**config.mk**
```make
export PLATFORM = sky130hd
export DESIGN_NAME = mem_bus_arbiter
export DESIGN_NICKNAME = d
export VERILOG_FILES = /design/src/rtl/mem_bus_arbiter.sv
export SDC_FILE = /design/constraint.sdc
export NUM_CORES = 1
export LEC_CHECK = 0
export CAP_MARGIN = 15
export CORE_MARGIN = 10
export CORE_UTILIZATION = 39
export CTS_BUF_LIST = sky130_fd_sc_hd__clkbuf_2
export CTS_CLUSTER_SIZE = 14
export DETAILED_ROUTE_END_ITERATION = 8
export GPL_TIMING_DRIVEN = 0
export HOLD_SLACK_MARGIN = 0.08
export PLACE_DENSITY = 0.94
export SETUP_SLACK_MARGIN = 0.2
export SYNTH_ARGS = -nofsm -noshare
export SYNTH_HDL_FRONTEND = slang
export SYNTH_SLANG_ARGS = --single-unit
```
**constraint.sdc**
```tcl
create_clock -name clk -period 2.5 [get_ports clk]
set_input_delay 0.5 -clock clk [delete_from_list [all_inputs] [get_ports clk]]
set_output_delay 0.5 -clock clk [all_outputs]
set_load 0.05 [all_outputs]
```
**src/rtl/mem_bus_arbiter.sv**
```systemverilog
// mem_bus_arbiter
// Shares one single-port memory between the instruction fetch path and the
// load/store unit. Only one memory transaction is in flight at a time; the
// response is steered back to whichever requester owns it. Data accesses win
// arbitration, but after MAX_DATA_STREAK back-to-back data grants with fetch
// waiting, fetch is granted once so the core keeps making forward progress.

module mem_bus_arbiter #(
    parameter int DATA_WIDTH      = 32,
    parameter int ADDR_WIDTH      = 32,
    parameter int MAX_DATA_STREAK = 4
) (
    input  logic                    clk,
    input  logic                    rst,

    // Fetch side
    input  logic                    instr_req_i,
    input  logic [ADDR_WIDTH-1:0]   instr_addr_i,
    output logic                    instr_gnt_o,
    output logic                    instr_rvalid_o,
    output logic [DATA_WIDTH-1:0]   instr_rdata_o,

    // Load/store side
    input  logic                    data_req_i,
    input  logic                    data_we_i,
    input  logic [DATA_WIDTH/8-1:0] data_be_i,
    input  logic [ADDR_WIDTH-1:0]   data_addr_i,
    input  logic [DATA_WIDTH-1:0]   data_wdata_i,
    output logic                    data_gnt_o,
    output logic                    data_rvalid_o,
    output logic [DATA_WIDTH-1:0]   data_rdata_o,

    // Memory side
    output logic                    mem_req_o,
    output logic                    mem_we_o,
    output logic [DATA_WIDTH/8-1:0] mem_be_o,
    output logic [ADDR_WIDTH-1:0]   mem_addr_o,
    output logic [DATA_WIDTH-1:0]   mem_wdata_o,
    input  logic                    mem_gnt_i,
    input  logic                    mem_rvalid_i,
    input  logic [DATA_WIDTH-1:0]   mem_rdata_i,

    // Status
    output logic                    busy_o,
    output logic                    proto_err_o
);

    localparam int BE_WIDTH = DATA_WIDTH / 8;

    // The streak counter is 4 bits wide, which covers the legal 1..15 range.
    localparam logic [3:0] STREAK_MAX = 4'(MAX_DATA_STREAK);

    typedef enum logic [1:0] {
        IDLE     = 2'd0,
        REQ      = 2'd1,
        WAIT_RSP = 2'd2
    } state_e;

    state_e                  state_q,  state_d;
    logic [3:0]              streak_q, streak_d;
    logic                    owner_q,  owner_d;   // 1 = data owns the transaction
    logic [ADDR_WIDTH-1:0]   addr_q,   addr_d;
    logic                    we_q,     we_d;
    logic [BE_WIDTH-1:0]     be_q,     be_d;
    logic [DATA_WIDTH-1:0]   wdata_q,  wdata_d;
    logic                    proto_err_q, proto_err_d;

    logic                    fetch_win_s;
    logic                    data_win_s;

    // Arbitration: data has priority unless the starvation guard has tripped.
    always_comb begin
        fetch_win_s = 1'b0;
        data_win_s  = 1'b0;
        if (instr_req_i && (!data_req_i || (streak_q == STREAK_MAX))) begin
            fetch_win_s = 1'b1;
        end else if (data_req_i) begin
            data_win_s = 1'b1;
        end else begin
            fetch_win_s = 1'b0;
            data_win_s  = 1'b0;
        end
    end

    // State register, holding registers, streak counter and error pulse.
    always_ff @(posedge clk) begin
        if (rst) begin
            state_q     <= IDLE;
            streak_q    <= 4'd0;
            owner_q     <= 1'b0;
            addr_q      <= {ADDR_WIDTH{1'b0}};
            we_q        <= 1'b0;
            be_q        <= {BE_WIDTH{1'b0}};
            wdata_q     <= {DATA_WIDTH{1'b0}};
            proto_err_q <= 1'b0;
        end else begin
            state_q     <= state_d;
            streak_q    <= streak_d;
            owner_q     <= owner_d;
            addr_q      <= addr_d;
            we_q        <= we_d;
            be_q        <= be_d;
            wdata_q     <= wdata_d;
            proto_err_q <= proto_err_d;
        end
    end

    // Next-state logic and all FSM-dependent outputs.
    always_comb begin
        state_d        = state_q;
        streak_d       = streak_q;
        owner_d        = owner_q;
        addr_d         = addr_q;
        we_d           = we_q;
        be_d           = be_q;
        wdata_d        = wdata_q;
        proto_err_d    = 1'b0;

        instr_gnt_o    = 1'b0;
        data_gnt_o     = 1'b0;
        instr_rvalid_o = 1'b0;
        data_rvalid_o  = 1'b0;
        instr_rdata_o  = {DATA_WIDTH{1'b0}};
        data_rdata_o   = {DATA_WIDTH{1'b0}};

        mem_req_o      = 1'b0;
        mem_we_o       = 1'b0;
        mem_be_o       = {BE_WIDTH{1'b0}};
        mem_addr_o     = {ADDR_WIDTH{1'b0}};
        mem_wdata_o    = {DATA_WIDTH{1'b0}};

        case (state_q)
            IDLE: begin
                // Nothing is outstanding, so any response here is spurious.
                proto_err_d = mem_rvalid_i;
                if (fetch_win_s) begin
                    instr_gnt_o = 1'b1;
                    owner_d     = 1'b0;
                    addr_d      = instr_addr_i;
                    we_d        = 1'b0;
                    be_d        = {BE_WIDTH{1'b1}};
                    wdata_d     = {DATA_WIDTH{1'b0}};
                    streak_d    = 4'd0;
                    state_d     = REQ;
                end else if (data_win_s) begin
                    data_gnt_o  = 1'b1;
                    owner_d     = 1'b1;
                    addr_d      = data_addr_i;
                    we_d        = data_we_i;
                    be_d        = data_be_i;
                    wdata_d     = data_wdata_i;
                    // Only count grants that actually made fetch wait.
                    if (instr_req_i && (streak_q != STREAK_MAX)) begin
                        streak_d = streak_q + 4'd1;
                    end else begin
                        streak_d = streak_q;
                    end
                    state_d     = REQ;
                end else begin
                    state_d     = IDLE;
                end
            end

            REQ: begin
                // Present the latched transaction until the memory takes it.
                mem_req_o   = 1'b1;
                mem_we_o    = we_q;
                mem_be_o    = be_q;
                mem_addr_o  = addr_q;
                mem_wdata_o = wdata_q;
                // The request has not been accepted yet, so no response is due.
                proto_err_d = mem_rvalid_i;
                if (mem_gnt_i) begin
                    state_d = WAIT_RSP;
                end else begin
                    state_d = REQ;
                end
            end

            WAIT_RSP: begin
                if (mem_rvalid_i) begin
                    if (owner_q) begin
                        data_rvalid_o  = 1'b1;
                        data_rdata_o   = mem_rdata_i;
                    end else begin
                        instr_rvalid_o = 1'b1;
                        instr_rdata_o  = mem_rdata_i;
                    end
                    state_d = IDLE;
                end else begin
                    state_d = WAIT_RSP;
                end
            end

            default: begin
                state_d = IDLE;
            end
        endcase
    end

    assign busy_o      = (state_q != IDLE);
    assign proto_err_o = proto_err_q;

endmodule

```
==> key figures <==
Global routing
  • GRT Total Usage: 0.2372
  • Initial antenna violation count: 5
  • First-pass GRT wire length: about 27 mm
  • Total gr overflow: 0
  • Vias in the first global route: roughly 5000
  • Maximum number of pins on one net before global-route repair: 13

Synth
  • Synth top area cells: dfxtp_1, and2_1, nor2_1
  • Yosys warnings: 0
  • Post-Syn Area: between 3000 and 4000 sq um
  • Synth cell types: 33
  • Post-synth top area share: 0.3893
  • Post-synthesis register bit count: 77
  • Syn_area_per_cell: ~7.8 sq um
  • Top-count cell post-synth: and2_1
  • Synthesized instance count: around 510
  • Synth Net Count: 649
  • Most used DFF post-synth: dfxtp_1
  • Yosys top cell by area: dfxtp_1
  • Synth top cells by count: and2_1, dfxtp_1, nor2_1
  • Seq/Total Area, Yosys: 0.3893
  • Post-synth EDFFs: 0
  • Post-synthesis async set-or-reset flop share: 0

Floorplanning
  • Initial Utilization: 0.4033
  • Rows: 36
  • Height of the die: around 120 um
  • I/O pins: 279
  • Area of the core: 9819 sq um
  • Die span in x: ~120 um
  • Die area: between 10000 and 15000 sq um

Timing
  • Final hold viol count: 0
  • Hold slack: approximately 0.36 ns
  • Setup Skew: ~0.013 ns
  • Unrepaired setup endpoints after global routing: true
  • Setup TNS Final: 0 ns
  • Tcrit/Tclk final: 0.9424
  • F_max: between 0.4 and 0.5 GHz
  • Final Setup Violations: 0
  • Slew HR: 0.5777
  • Max-slew violation count: 0
  • Worst-Margin Slew: approximately 0.63 ns
  • Tmin final: roughly 2.4 ns

Pwr
  • Sw Pwr: approximately 1100 uW
  • Seq pwr share: 0.430
  • Clock group share of total power: 0.202
  • P_int: approximately 2100 uW
  • Max VDD drop: roughly 0.29 mV
  • Comb pwr share: 0.369
  • Pleak: between 0.003 and 0.004 uW
  • Pwr per Cell Area: between 400 and 500 nW/um^2
  • Switching Fraction: 0.3500

Setup path
  • Cells along the critical path: nor2b_4 > nand2_2 > nor2_4 > buf_12 > clkbuf_16 > and2_4 > buf_8
  • CP max FO: 9
  • Critical setup path kind: reg -> out
  • WP data required: around 2 ns
  • Worst setup EP type: output pin
  • Reg-to-Reg Start: streak_q[1]
  • Critical Path AT: between 1.5 and 2 ns
  • CP max stage cell: dfxtp_2
  • Largest stage delay on the critical path: approximately 0.4 ns
  • R2R setup slack: between 0.6 and 0.7 ns
  • CP startpoint kind: flop
  • Critical Path Start: state_q[1]

Routing
  • Vias per cell: 5.236
  • Router iterations before antenna repair: 4
  • Drt total wl: 19.98 mm
  • First DRT Iteration DRCs: around 300
  • DRC viols: 0
  • Via count: slightly below 5000
  • Drt wl/cell: 21.03 um
  • Antenna Violating Nets Remaining: 0

Status
  • Status: finished clean

Clock tree
  • Root Buffer: clkbuf_2
  • CTS buffer count: 9
  • Clock Latency Late Sink: approximately 0.5 ns
  • Sink Count: just under 80
  • CTS max path bufs: 2
  • H-tree depth: 3
  • TritonCTS clock tree: built
  • Hold_buf cts: 0
  • Clock slew at reported path FFs: between 0.15 and 0.2 ns

Min path
  • Path category of the worst min-delay check: in -> reg
  • Hold path start: data_req_i

Flow run
  • Max_cap viols: 0

Place
  • Routability cong.: between 0.8 and 0.9
  • Dpl hpwl: roughly 15 mm
  • Placed Cells incl. Taps: approximately 900
  • Port bufs: ~280

Finish
  • Post-route insts no fill: between 900 and 1000
  • Post-layout nets: about 950
  • Fraction of layout cells with a size suffix above 1: 0.3116
  • Layout area overhead: 95.20%
cell usage in the layout (no fill, tap or decap), drive strengths merged, types with 7 or more instances in the layout:
cell / synthesis / final
nand2: 38 / 38
clkdlybuf4s50: 0 / 136
buf: 19 / 172
and2: 133 / 133
dfxtp: 77 / 77
nor2: 76 / 76
a22oi: 34 / 34
a211oi: 32 / 32
nor3: 7 / 7
a21oi: 38 / 38
clkbuf: 25 / 33
metrics by stage:
step	total power (uW)	cell area (sq um)	util	worst slack, ns
2_1_floorplan	2017	3964	-	0.3590
3_3_place_gp	2473	6893	0.7020	-0.9170
3_5_place_dp	2504	6893	0.7020	-0.9077
4_1_cts	3190	7151	0.7282	0.09034
5_1_grt	3403	7727	0.7870	0.02256
6_report	3241	7730	0.7872	0.1440
flip-flops by register name, indices dropped and copies added (netlist names):
register,flops
proto_err_o,1
wdata_q,32
addr_q,32
we_q,1
owner_q,1
streak_q,4
state_q,2
be_q,4
cells by family (layout without fill, tap and decap cells):
kind of cell	Yosys count	in the layout	share of synthesized area
other	0	5	0
adders and majority gates	2	2	0.006318
and+or+nand+nor	271	271	0.3586
AOI/OAI and AO/OA	109	109	0.1851
buffers and inverters	49	353	0.06066
DFF	77	77	0.3893
layer usage:
layer / track usage / share of wire
met1: 0.2359 / 0.35
met2: 0.4443 / 0.52
met3: 0.07538 / 0.084
met4: 0.09804 / 0.046
met5: 0 / 0
path summary, 6_finish.rpt:
| path | end | depth (start not counted) |
|---|---|---|
| max | instr_rdata_o[16] | 7 |
| min | streak_q[3] | 3 |
| min reg2reg | proto_err_o | 1 |
| max reg2reg | addr_q[16] | 9 |
power groups by stage:
| stage | Sequential, uW | Clock (uW) | Combinational, uW |
|---|---|---|---|
| after floorplan | 1400 | 0 | 614 |
| after global placement | 1410 | 0 | 1060 |
| after detailed placement | 1410 | 0 | 1090 |
| after CTS | 1390 | 668 | 1130 |
| after global routing | 1400 | 720 | 1280 |
| final | 1390 | 653 | 1200 |
critical path, delay by kind of cell, from the launching register on:
kind                   cells  cell delay [ns]
flip-flops                 1             0.40
AND/OR/NAND/NOR            4             0.51
buffers and inverters      3             0.44
final cells by class:
class	instances	area (sq um)
tap	133	166.4
inverter	5	18.77
buffer	44	361.6
sequential	77	1549
fill	655	2090
clock inverter	6	53.80
timing repair buffer	288	3209
antenna	5	12.51
multi-input combinational	382	2308
clock buffer	10	50.05
timing repair:
| item | CTS | global route |
|---|---|---|
| setup endpoints to repair | 139 | 139 |
| gates resized for setup | 941 | 174 |
| buffers inserted | 6 | 2 |
| hold endpoints to repair | 0 | 0 |
| cloned | 1 | 3 |
| pin swaps | 6 | 12 |
Power figures use the tool's default switching activity.
